**src/rtl/vote_decoder_tally.sv**
```systemverilog
// Ballot-unit receiver: arms once per ballot, accepts one encoded vote, lights the
// candidate lamp for a fixed time and keeps saturating per-candidate tallies.
module vote_decoder_tally #(
   parameter int CNT_W       = 8,
   parameter int SHOW_CYCLES = 4
) (
   input  logic             clk,
   input  logic             rst_n,
   input  logic             ballot_en,
   input  logic             valid,
   input  logic [3:0]       code,
   output logic             busy,
   output logic             ready,
   output logic             vote_strobe,
   output logic [15:0]      vote_onehot,
   input  logic [3:0]       rd_sel,
   output logic [CNT_W-1:0] rd_count,
   output logic [CNT_W+3:0] total_votes,
   output logic             overflow
);

   localparam int SW = (SHOW_CYCLES > 1) ? $clog2(SHOW_CYCLES) : 1;

   localparam logic [2:0] IDLE    = 3'd0;
   localparam logic [2:0] ARMED   = 3'd1;
   localparam logic [2:0] CAST    = 3'd2;
   localparam logic [2:0] SHOW    = 3'd3;
   localparam logic [2:0] RELEASE = 3'd4;

   logic [2:0]       state_q, state_d;
   logic [3:0]       code_q, code_d;
   logic [SW-1:0]    showCnt_q, showCnt_d;
   logic [CNT_W-1:0] cnt_q [16];
   logic [CNT_W+3:0] total_q;
   logic             overflow_q, overflow_d;

   logic [CNT_W-1:0] selCnt;
   logic             cntFull;
   logic             totFull;

   assign selCnt  = cnt_q[code_q];
   assign cntFull = &selCnt;
   assign totFull = &total_q;

   // Arming requires a released keypad so a button held before arming cannot vote.
   always_comb begin
      state_d    = state_q;
      code_d     = code_q;
      showCnt_d  = showCnt_q;
      overflow_d = overflow_q;
      case (state_q)
         IDLE:    if (ballot_en && !valid) state_d = ARMED;
         ARMED:   if (valid) begin
                     code_d  = code;
                     state_d = CAST;
                  end
         CAST:    begin
                     showCnt_d = SW'(SHOW_CYCLES - 1);
                     state_d   = SHOW;
                     if (cntFull || totFull) overflow_d = 1'b1;
                  end
         SHOW:    if (showCnt_q == '0) state_d = RELEASE;
                  else showCnt_d = showCnt_q - SW'(1);
         RELEASE: if (!valid) state_d = IDLE;
         default: state_d = IDLE;
      endcase
   end

   always_ff @(posedge clk or negedge rst_n) begin
      if (!rst_n) begin
         state_q    <= IDLE;
         code_q     <= '0;
         showCnt_q  <= '0;
         overflow_q <= 1'b0;
      end else begin
         state_q    <= state_d;
         code_q     <= code_d;
         showCnt_q  <= showCnt_d;
         overflow_q <= overflow_d;
      end
   end

   // Both tallies bump on the edge that closes CAST, each held at all-ones once full.
   always_ff @(posedge clk or negedge rst_n) begin
      if (!rst_n) begin
         for (int i = 0; i < 16; i++) cnt_q[i] <= '0;
         total_q <= '0;
      end else if (state_q == CAST) begin
         if (!cntFull) cnt_q[code_q] <= selCnt + CNT_W'(1);
         if (!totFull) total_q <= total_q + (CNT_W+4)'(1);
      end
   end

   assign ready       = (state_q == ARMED);
   assign busy        = !ready;
   assign vote_strobe = (state_q == CAST);
   assign vote_onehot = ((state_q == CAST) || (state_q == SHOW)) ? (16'h0001 << code_q) : 16'h0000;
   assign rd_count    = cnt_q[rd_sel];
   assign total_votes = total_q;
   assign overflow    = overflow_q;

endmodule

```
**config.mk**
```make
export PLATFORM = sky130hd
export DESIGN_NAME = vote_decoder_tally
export DESIGN_NICKNAME = d
export VERILOG_FILES = /design/src/rtl/vote_decoder_tally.sv
export SDC_FILE = /design/constraint.sdc
export NUM_CORES = 1
export LEC_CHECK = 0
export CAP_MARGIN = 0
export CELL_PAD_IN_SITES_DETAIL_PLACEMENT = 1
export CELL_PAD_IN_SITES_GLOBAL_PLACEMENT = 2
export CORE_MARGIN = 2
export CORE_UTILIZATION = 44
export DETAILED_ROUTE_END_ITERATION = 10
export HOLD_SLACK_MARGIN = 0.05
export PLACE_DENSITY = 0.91
export SYNTH_ARGS = -nofsm -noshare
export SYNTH_HDL_FRONTEND = slang
export SYNTH_SLANG_ARGS = --single-unit
```
**constraint.sdc**
```tcl
create_clock -name clk -period 3.67 [get_ports clk]
set_input_delay 0.5505 -clock clk [delete_from_list [all_inputs] [get_ports clk]]
set_output_delay 0.5505 -clock clk [all_outputs]
set_load 0.03 [all_outputs]
```
* Yosys cells after proc, flatten, opt, wreduce, memory -nomap -nowiden
Cells that the tools add are included.
Word-level totals: register bits after elaboration 150
Cells by class: multiplexer cells 17, add/sub/neg operators 3, equality and inequality tests 9, reduce and logical (&&, ||, !) cells 17, bitwise logic cells 4, shift-type cells 1, magnitude comparators 3
Operators by type and width (count):
- $bwmux 128 | 1
- $bmux 8 s4 | 2
- $mux 8 | 5
- $demux 8 s4 | 1
- $mux 16 | 1
- $shl 1x4->16 const A | 1
- $pmux 3 s5 | 1
- $add 12x1->12 const B | 1
- $mux 3 | 4
- $reduce_and 12->1 | 1
- $ge 5x5->1 const B | 2
- $ne 2x2->1 const B | 5
- $not 4->5 | 2
- $reduce_and 2->1 | 5
- $add 8x1->8 const B | 1
- $reduce_and 8->1 | 1
- $eq 3x2->1 const B | 2
- $lt 5x1->1 const B | 1
- $pmux 2 s2 | 1
- $reduce_and 4->1 | 1
- $eq 3x1->1 const B | 1
- $eq 3x3->1 const B | 1
- $logic_not 3->1 | 1
- $logic_and 1x1->1 | 2
- other kinds (7) | 10

* Longest topological paths before layout
Gate-level depths: netlist (run 1).
word-level depth 7, depth in mapped cells 13

* Least setup slack after synthesis (run 1)
Ideal clock, no wire load.
path kind register to register, from register code_q[0], to register cnt_q[12] (netlist name), arrival time 3.151 ns, path buffers 5, clock period less this slack 3.279 ns, path slack 0.391 ns, cell stages (with the launch flop) 14, cells stage by stage dfrtp_1 buf_6 buf_6 mux4_2 a221oi_4 clkbuf_1 inv_1 ha_1 nand2_1 or3_1 buf_4 buf_12 nand4_4 mux2_1
On the way: longest elaborated chain between the ends 7, elaborated cells on any way between the ends 14, classes of those cells add/sub: 1; order compare: 2; mux: 6; bitwise: 2; reduce/logical: 3
RTL lines:
- start, declared | RTL line 31 | logic [3:0] code_q, code_d;
- start signal, assigned | RTL line 77 | code_q <= code_d;
- $not 4->5 (not written as such) * | RTL line 41, 89
- branches (longest 6 deep; another with $add 8x1->8)
- end signal, assigned by index | RTL line 89 | if (!cntFull) cnt_q[code_q] <= selCnt + CNT_W'(1);
- end, declared | RTL line 33 | logic [CNT_W-1:0] cnt_q [16];
Every way passes the cells marked *. The select of a mux whose other input is x is not followed. A chain may end at the register's enable or synchronous reset.

* Worst setup path in the final report (run 1)
from register code_q[1], to register cnt_q[72] (netlist name)
Same word-level chain as after synthesis.

==> reports/results.tsv, run 1 <==
stage	metric	value	unit
setup_path	Critical Path Source Type	flop	
cells_and_area	commonest non-fill, non-tap cell in the layout	dfrtp_1	
floorplan	num rows	49	
yosys	Syn. warnings	0	
sta	Final setup viols	0	
yosys	Post-synth EDFFs	0	
route	DRT Pass-1 Iters	5	
setup_path	delay-heaviest family, CP	multiplexers	
placed_design	GPL Wtd Cong	0.761	
cells_and_area	fin nets	605	
cells_and_area	P&R area growth vs syn	16.1	%
yosys	library cells used by synthesis	39	
power_and_ir_drop	P_leak	4.24	nW
sta	skew final	0.0119	ns
clock_network	H-tree Lvls	4	
route	Post-Route WL	22300	microns
yosys	post-synthesis register bit count	150	
status	status	complete, no violations	
yosys	Seq/Total Area, Yosys	0.460	
setup_path	crit path DAT	3.76	ns
setup_path	Crit Path Max Fanout	27	
clock_network	clk slew on worst S/H paths	0.06	ns
floorplan	DIE HEIGHT	140	microns
clock_network	TritonCTS clock tree	built	
sta	Pins Over Slew Limit	0	
clock_network	Skew-Pair Late Insertion Delay	0.42	ns
yosys	mapped cell area	8160	sq um
clock_network	hold_buf cts	0	
cells_and_area	most frequent cells in the layout	149 x dfrtp_1, 128 x mux2_2, 73 x mux4_2	
power_and_ir_drop	part of the power in registers	0.355	
route	Vias	5240	
yosys	Avg Cell Area, Syn	15.1	sq um
yosys	Yosys top cell by area	dfrtp_1	
setup_path	CP startpoint	code_q[1]	
placed_design	Post-Place Setup Slack	0.236	ns
worst_hold_path	Worst Hold Class	primary input to async pin	
yosys	post-synth top area share	0.460	
setup_path	cells along the critical path	buf_4 > mux4_2 > a22oi_1 > nand2_1 > ha_1 > nand2_1 > or3_1 > buf_12 > nand4_2 > mux2_2	
grt	Overflow after GRT	0	
floorplan	full die area	19700	sq um
setup_path	Crit path required time	3.96	ns
setup_path	Crit Path Category	flop to flop	
flow_run	total of max-cap violations	0	
floorplan	IO Pins	52	
route	Antenna Nets Post-Route	0	
power_and_ir_drop	Sw Pwr	2.29	mW
sta	Fmax	289	MHz
cells_and_area	register area	3750	sq um
sta	Slew Limit Headroom	0.160	
floorplan	Starting Density	0.451	
sta	Slew @ Worst Pin	1.26	ns
clock_network	Setup Fix Bufs, Post-CTS	0	
placed_design	dpl cell area	8950	sq um
setup_path	Reg-to-Reg Start	code_q[1]	
sta	worst setup slack after layout	0.204	ns
yosys	FFs w/ async S/R, synth	1.00	
grt	GRT Total Usage	0.239	
power_and_ir_drop	Peak VDD IR	0.363	mV
sta	minimum clock period	3.47	ns
cells_and_area	layout cells sized above 1	0.460	
grt	first-pass GRT wire length	35200	microns
clock_network	post-CTS sizing	0	
yosys	top cells by area, synth	dfrtp_1 46%, mux4_2 20%, mux2_2 18%, nand4_4 2.3%, a22oi_1 1.3%	
setup_path	CP Buf/Inv Count	2	
setup_path	Crit path top cell by count	nand2_1	
cells_and_area	ANT cells	0	
setup_path	crit path capture type	flop	
cells_and_area	Core Util, Final	0.524	
route	wire length per cell	26.9	microns
placed_design	Post-DP HPWL	14500	microns
setup_path	slowest CP cell	dfrtp_1	
cells_and_area	Finished Layout Cells	829	
yosys	predominant post-synthesis flop cell	dfrtp_1	
yosys	syn nets	555	
cells_and_area	Layout fillers	1717	
route	Iter 0 DRT Violations	277	
placed_design	placed instance count	800	
sta	crit share post-route	0.944	
power_and_ir_drop	Clk pwr share	0.259	
clock_network	cts bufs inserted	17	
cells_and_area	fin area	9480	sq um
grt	largest net degree at the start of global routing	89	
route	vias per cell	6.32	
power_and_ir_drop	pwr/cell area	645	nW/um^2
grt	vias in the first global route	5727	
setup_path	Crit path largest cell delay	0.53	ns
clock_network	root buf cell	clkbuf_16	
clock_network	CTS Sinks	150	
floorplan	Die X-Extent	140	microns
sta	Fin Setup TNS	0	ns
power_and_ir_drop	internal power	3.82	mW
yosys	Post-Syn Instances	540	
sta	Fin. Hold Viols	0	
placed_design	number of port buffers	51	
cells_and_area	Multi-input gate area	4190	sq um
grt	initial antenna violation count	0	
floorplan	Core Box Area	18100	sq um
sta	unrepaired setup endpoints after global routing	no	
power_and_ir_drop	Sw Ratio	0.374	
clock_network	CTS max path bufs	2	
power_and_ir_drop	Combinational Power Share	0.386	
route	Remaining DRCs	0	
==> per-layer routing <==
layer | global-route usage | routed length, microns | vias to the layer above
li1 | - | - | 2189
met1 | 0.319 | 9320 | 2843
met2 | 0.398 | 11300 | 171
met3 | 0.0451 | 1130 | 37
met4 | 0.0766 | 522 | 0
met5 | 0 | 0 | -
==> power by group through the flow <==
stage                     clock network [mW]  logic (mW)  registers [mW]
after floorplan                            0        1.64            2.10
after global placement                     0        2.25            2.15
after detailed placement                   0        2.34            2.19
after CTS                               1.60        2.36            2.17
after global routing                    1.68        2.50            2.20
final                                   1.58        2.36            2.17
==> stage by stage <==
step	power, mW	hold slack, ns
3_3_place_gp	4.41	0.476
3_5_place_dp	4.53	0.487
6_report	6.11	0.224
5_1_grt	6.39	0.278
4_1_cts	6.12	0.250
2_1_floorplan	3.74	0.255
==> state kept, by name, summed over array words and instances (netlist names) <==
name / cells
cnt_q: 128
code_q: 4
overflow: 1
showCnt_q: 2
state_q: 3
total_votes: 12
==> kinds of logic (layout without fill, tap and decap cells) <==
group	count (synthesis)	in the layout	synth area share
AND/OR/NAND/NOR	91	91	0.0775
buffers and inverters	48	108	0.0287
adder cells (fa/ha/maj)	3	3	0.00460
XOR/XNOR	17	17	0.0192
AO/OA/AOI/OAI	24	24	0.0241
flip-flops	150	150	0.460
multiplexers	207	207	0.386
==> cell type report <==
type                       count  area share
tap                          229      0.0302
timing repair buffer          71      0.0738
clock buffer                  24      0.0487
multi-input combinational    342       0.442
sequential                   150       0.396
clock inverter                 5     0.00554
inverter                       8     0.00317
==> worst paths after layout <==
| path | cells after the start | endpoint | slack [ns] |
|---|---|---|---|
| min in group clk | 1 | overflow | 0.50 |
| hold reg to reg | 1 | overflow | 0.50 |
| max in group asynchronous | 2 | cnt_q[22] | 2.60 |
| setup / recovery | 10 | cnt_q[72] | 0.20 |
| setup reg to reg | 10 | cnt_q[72] | 0.20 |
| hold / removal | 1 | total_votes[10] | 0.22 |
==> worst register-to-register path, delay by kind of cell (launching register included) <==
| kind | cells | cell delay (ns) |
|---|---|---|
| multiplexers | 2 | 0.83 |
| AND/OR/NAND/NOR | 4 | 0.82 |
| buffers and inverters | 2 | 0.66 |
| flip-flops | 1 | 0.53 |
| AO/OA/AOI/OAI | 1 | 0.24 |
| adder cells (fa/ha/maj) | 1 | 0.23 |
==> cells in the mapped netlist (9+ instances only) <==
| cell | n |
|---|---|
| mux2_2 | 128 |
| mux4_2 | 73 |
| xnor2_1 | 9 |
| clkbuf_1 | 19 |
| nand4_4 | 9 |
| dfrtp_1 | 150 |
| nor2_1 | 24 |
| a22oi_1 | 14 |
| nand2_1 | 20 |
| buf_2 | 9 |
Note: power is estimated with default switching activity, not from simulation.
==> run 2: changes to the inputs <==
--- a/config.mk
+++ b/config.mk
@@ -5,14 +5,16 @@
 export SDC_FILE = /design/constraint.sdc
 export NUM_CORES = 1
 export LEC_CHECK = 0
+export ABC_AREA = 1
 export CAP_MARGIN = 0
 export CELL_PAD_IN_SITES_DETAIL_PLACEMENT = 1
 export CELL_PAD_IN_SITES_GLOBAL_PLACEMENT = 2
 export CORE_MARGIN = 2
-export CORE_UTILIZATION = 44
+export CORE_UTILIZATION = 35
 export DETAILED_ROUTE_END_ITERATION = 10
 export HOLD_SLACK_MARGIN = 0.05
 export PLACE_DENSITY = 0.91
+export REMOVE_ABC_BUFFERS = 1
 export SYNTH_ARGS = -nofsm -noshare
 export SYNTH_HDL_FRONTEND = slang
 export SYNTH_SLANG_ARGS = --single-unit
==> run 2 against run 1 <==
Against the previous run: setup slack got worse by 0.014 ns; synthesized cell count increased by 140%; clock skew decreased by 0.0043 ns; sequential cell count unchanged; critical endpoint is now vote_onehot[9]; register-to-register slack improved by 0.22 ns; synthesized area increased by 11%.
==> reports/results.tsv, run 2 <==
stage	metric	value	unit	change
power_and_ir_drop	pwr/cell area	570	nW/um^2	-12%
yosys	predominant post-synthesis flop cell	dfrtp_1		
sta	Slew @ Worst Pin	0.868	ns	-0.388 ns
sta	Slew Limit Headroom	0.422		+0.261
yosys	most frequent cell after synthesis	nand2_1		
setup_path	Crit path required time	3.12	ns	-0.84 ns
yosys	Post-Syn Instances	1282		+140%
setup_path	Critical Path Source Type	flop		
yosys	post-synthesis register bit count	150		unchanged
setup_path	Crit Path Category	flop to output port		
setup_path	slowest CP cell	clkdlybuf4s50_1		
floorplan	DIE HEIGHT	165	microns	+18%
grt	largest net degree at the start of global routing	89		unchanged
setup_path	Crit path largest cell delay	0.68	ns	+0.15 ns
cells_and_area	max reg flops	128		unchanged
sta	skew final	0.00761	ns	-0.00434 ns
clock_network	root buf cell	clkbuf_16		
clock_network	TritonCTS clock tree	built		
yosys	mapped cell area	9080	sq um	+11%
cells_and_area	commonest non-fill, non-tap cell in the layout	nand2_1		
grt	first-pass GRT wire length	50400	microns	+43%
route	Vias	8567		+63%
clock_network	CTS max path bufs	2		unchanged
route	Remaining DRCs	0		unchanged
grt	GRT Total Usage	0.243		+0.00402
sta	Fin Setup TNS	0	ns	unchanged
floorplan	Starting Density	0.358		-0.0930
route	DRT Pass-1 Iters	4		-1
floorplan	Core Box Area	25300	sq um	+40%
placed_design	dpl cell area	9870	sq um	+10%
setup_path	crit path capture type	output port		
yosys	Syn. warnings	0		unchanged
clock_network	H-tree Lvls	4		unchanged
placed_design	Post-DP HPWL	22300	microns	+53%
clock_network	cts bufs inserted	17		unchanged
route	Antenna Nets Post-Route	0		unchanged
sta	Final setup viols	0		unchanged
sta	Fmax	287	MHz	-0.40%
power_and_ir_drop	Peak VDD IR	0.377	mV	+3.7%
status	status	complete, no violations		
route	Iter 0 DRT Violations	521		+88%
yosys	list of most frequent post-synthesis cells	589 x nand2_1, 150 x dfrtp_1, 93 x inv_1, 92 x o21ai_0, 69 x nor2_1		
grt	initial antenna violation count	0		unchanged
cells_and_area	ANT cells	0		unchanged
grt	Overflow after GRT	0		unchanged
yosys	top cells by area, synth	dfrtp_1 41%, nand2_1 24%, o21ai_0 5.1%, inv_1 3.8%, mux2i_1 3.4%		
floorplan	IO Pins	52		unchanged
placed_design	GPL Wtd Cong	0.873		+15%
cells_and_area	Biggest register	cnt_q		
floorplan	Die X-Extent	165	microns	+18%
route	Post-Route WL	31100	microns	+40%
placed_design	number of port buffers	51		unchanged
route	wire length per cell	18.8	microns	-30%
yosys	post-synth top area share	0.414		-0.0463
cells_and_area	P&R area growth vs syn	15.3	%	
yosys	library cells used by synthesis	40		+2.6%
cells_and_area	fin nets	1333		+120%
power_and_ir_drop	P_leak	5.10	nW	+20%
yosys	Post-synth EDFFs	0		unchanged
flow_run	total of max-cap violations	0		unchanged
floorplan	full die area	27200	sq um	+39%
worst_hold_path	Worst Hold Class	primary input to async pin		
setup_path	cells along the critical path	inv_6 > nor2_2 > inv_1 > nor2_1 > inv_1 > nor2_1 > clkdlybuf4s50_1		
cells_and_area	most frequent cells in the layout	589 x nand2_1, 149 x dfrtp_1, 93 x inv_1		
clock_network	Skew-Pair Late Insertion Delay	0.43	ns	about the same
setup_path	crit path DAT	2.93	ns	-0.83 ns
sta	Pins Over Slew Limit	0		unchanged
yosys	Yosys top cell by area	dfrtp_1		
sta	unrepaired setup endpoints after global routing	no		
yosys	Avg Cell Area, Syn	7.08	sq um	-53%
grt	vias in the first global route	9061		+58%
floorplan	num rows	58		+18%
sta	minimum clock period	3.48	ns	+0.0138 ns
cells_and_area	fin area	10500	sq um	+10%
yosys	FFs w/ async S/R, synth	1.00		unchanged
yosys	Seq/Total Area, Yosys	0.414		-0.0463
clock_network	CTS Sinks	150		unchanged
clock_network	clk slew on worst S/H paths	0.07	ns	about the same
sta	crit share post-route	0.948		+0.00375
sta	final hold slack	0.206	ns	-0.0182 ns
cells_and_area	Core Util, Final	0.413		-0.111
cells_and_area	layout cells sized above 1	0.0864		-0.374
sta	Fin. Hold Viols	0		unchanged
route	vias per cell	5.16		-18%
setup_path	Crit Path Max Fanout	24		-11%
==> run 2: cell count changes in the layout (fill, tap and decap cells not counted), sizes merged, moves of 39 or more <==
| cell | before | now |
|---|---|---|
| a21oi | 2 | 41 |
| mux2 | 134 | 0 |
| nor2 | 24 | 84 |
| inv | 7 | 98 |
| mux4 | 73 | 0 |
| nand2 | 20 | 595 |
| o21ai | 2 | 128 |
==> run 2: metrics by stage <==
stage                     power, mW  worst slack (ns)  instances
final                          5.96             0.191       1661
after CTS                      6.00            0.0397       1661
after detailed placement       4.20             0.411       1629
after global placement         4.15             0.565       1629
after global routing           6.29            0.0576       1661
after floorplan                3.21            -0.152       1214
==> run 2: what timing repair did <==
| item | CTS | global route |
|---|---|---|
| hold endpoints to repair | 0 | 0 |
| setup endpoints to repair | 0 | 2 |
| resized for setup | 0 | 1 |
| hold buffers | 0 | 0 |
| buffers inserted | 0 | 0 |
==> run 2: power by group <==
part	internal [mW]	switching (mW)	leakage, nW
sequential	1.87	0.246	2.05
combinational	0.582	1.47	2.78
clock	1.03	0.767	0.277
total	3.48	2.48	5.10
==> run 2: path summary, 6_finish.rpt <==
kind | end | startpoint | slack [ns] | depth (start not counted)
worst max-delay path | vote_onehot[9] | code_q[0] | 0.19 | 7
worst min-delay path | cnt_q[114] | rst_n | 0.21 | 1
worst max register to register | cnt_q[88] | code_q[0] | 0.42 | 15
worst min register to register | overflow | overflow | 0.48 | 1
max in group asynchronous | cnt_q[60] | rst_n | 2.63 | 2
min in group clk | overflow | overflow | 0.48 | 1
==> run 2: per-layer routing <==
layer  part of all wire  wire, microns  vias to the layer above  global-route usage
met5                  0              0                        -                   0
met4              0.022            697                        0              0.0688
met3              0.031            956                       47              0.0344
met2               0.48          15000                      161               0.416
met1               0.47          14500                     4258               0.319
li1                   -              -                     4101                   -
==> run 2: area by class of cell <==
type	instances	area (sq um)
Fill cell	3197	14900
Clock buffer	19	443
Sequential cell	150	3760
Clock inverter	13	148
Timing Repair Buffer	85	835
Inverter	96	365
Tap cell	330	413
Multi-Input combinational cell	968	4510
==> run 2: kinds of logic (layout without fill, tap and decap cells) <==
| group | after synthesis | after routing | share of synthesized area |
|---|---|---|---|
| simple gates | 724 | 724 | 0.328 |
| compound gates | 197 | 197 | 0.117 |
| buf+inv | 164 | 213 | 0.0906 |
| flops | 150 | 150 | 0.414 |
| mux | 31 | 31 | 0.0342 |
| xor+xnor | 13 | 13 | 0.0134 |
| fa+ha+maj | 3 | 3 | 0.00414 |
==> run 2: worst max-delay path: cells and delay by family, from the launching register on <==
kind                   cells  cell delay, ns
buffers and inverters      4            1.17
DFF                        1            0.64
and+or+nand+nor            3            0.68
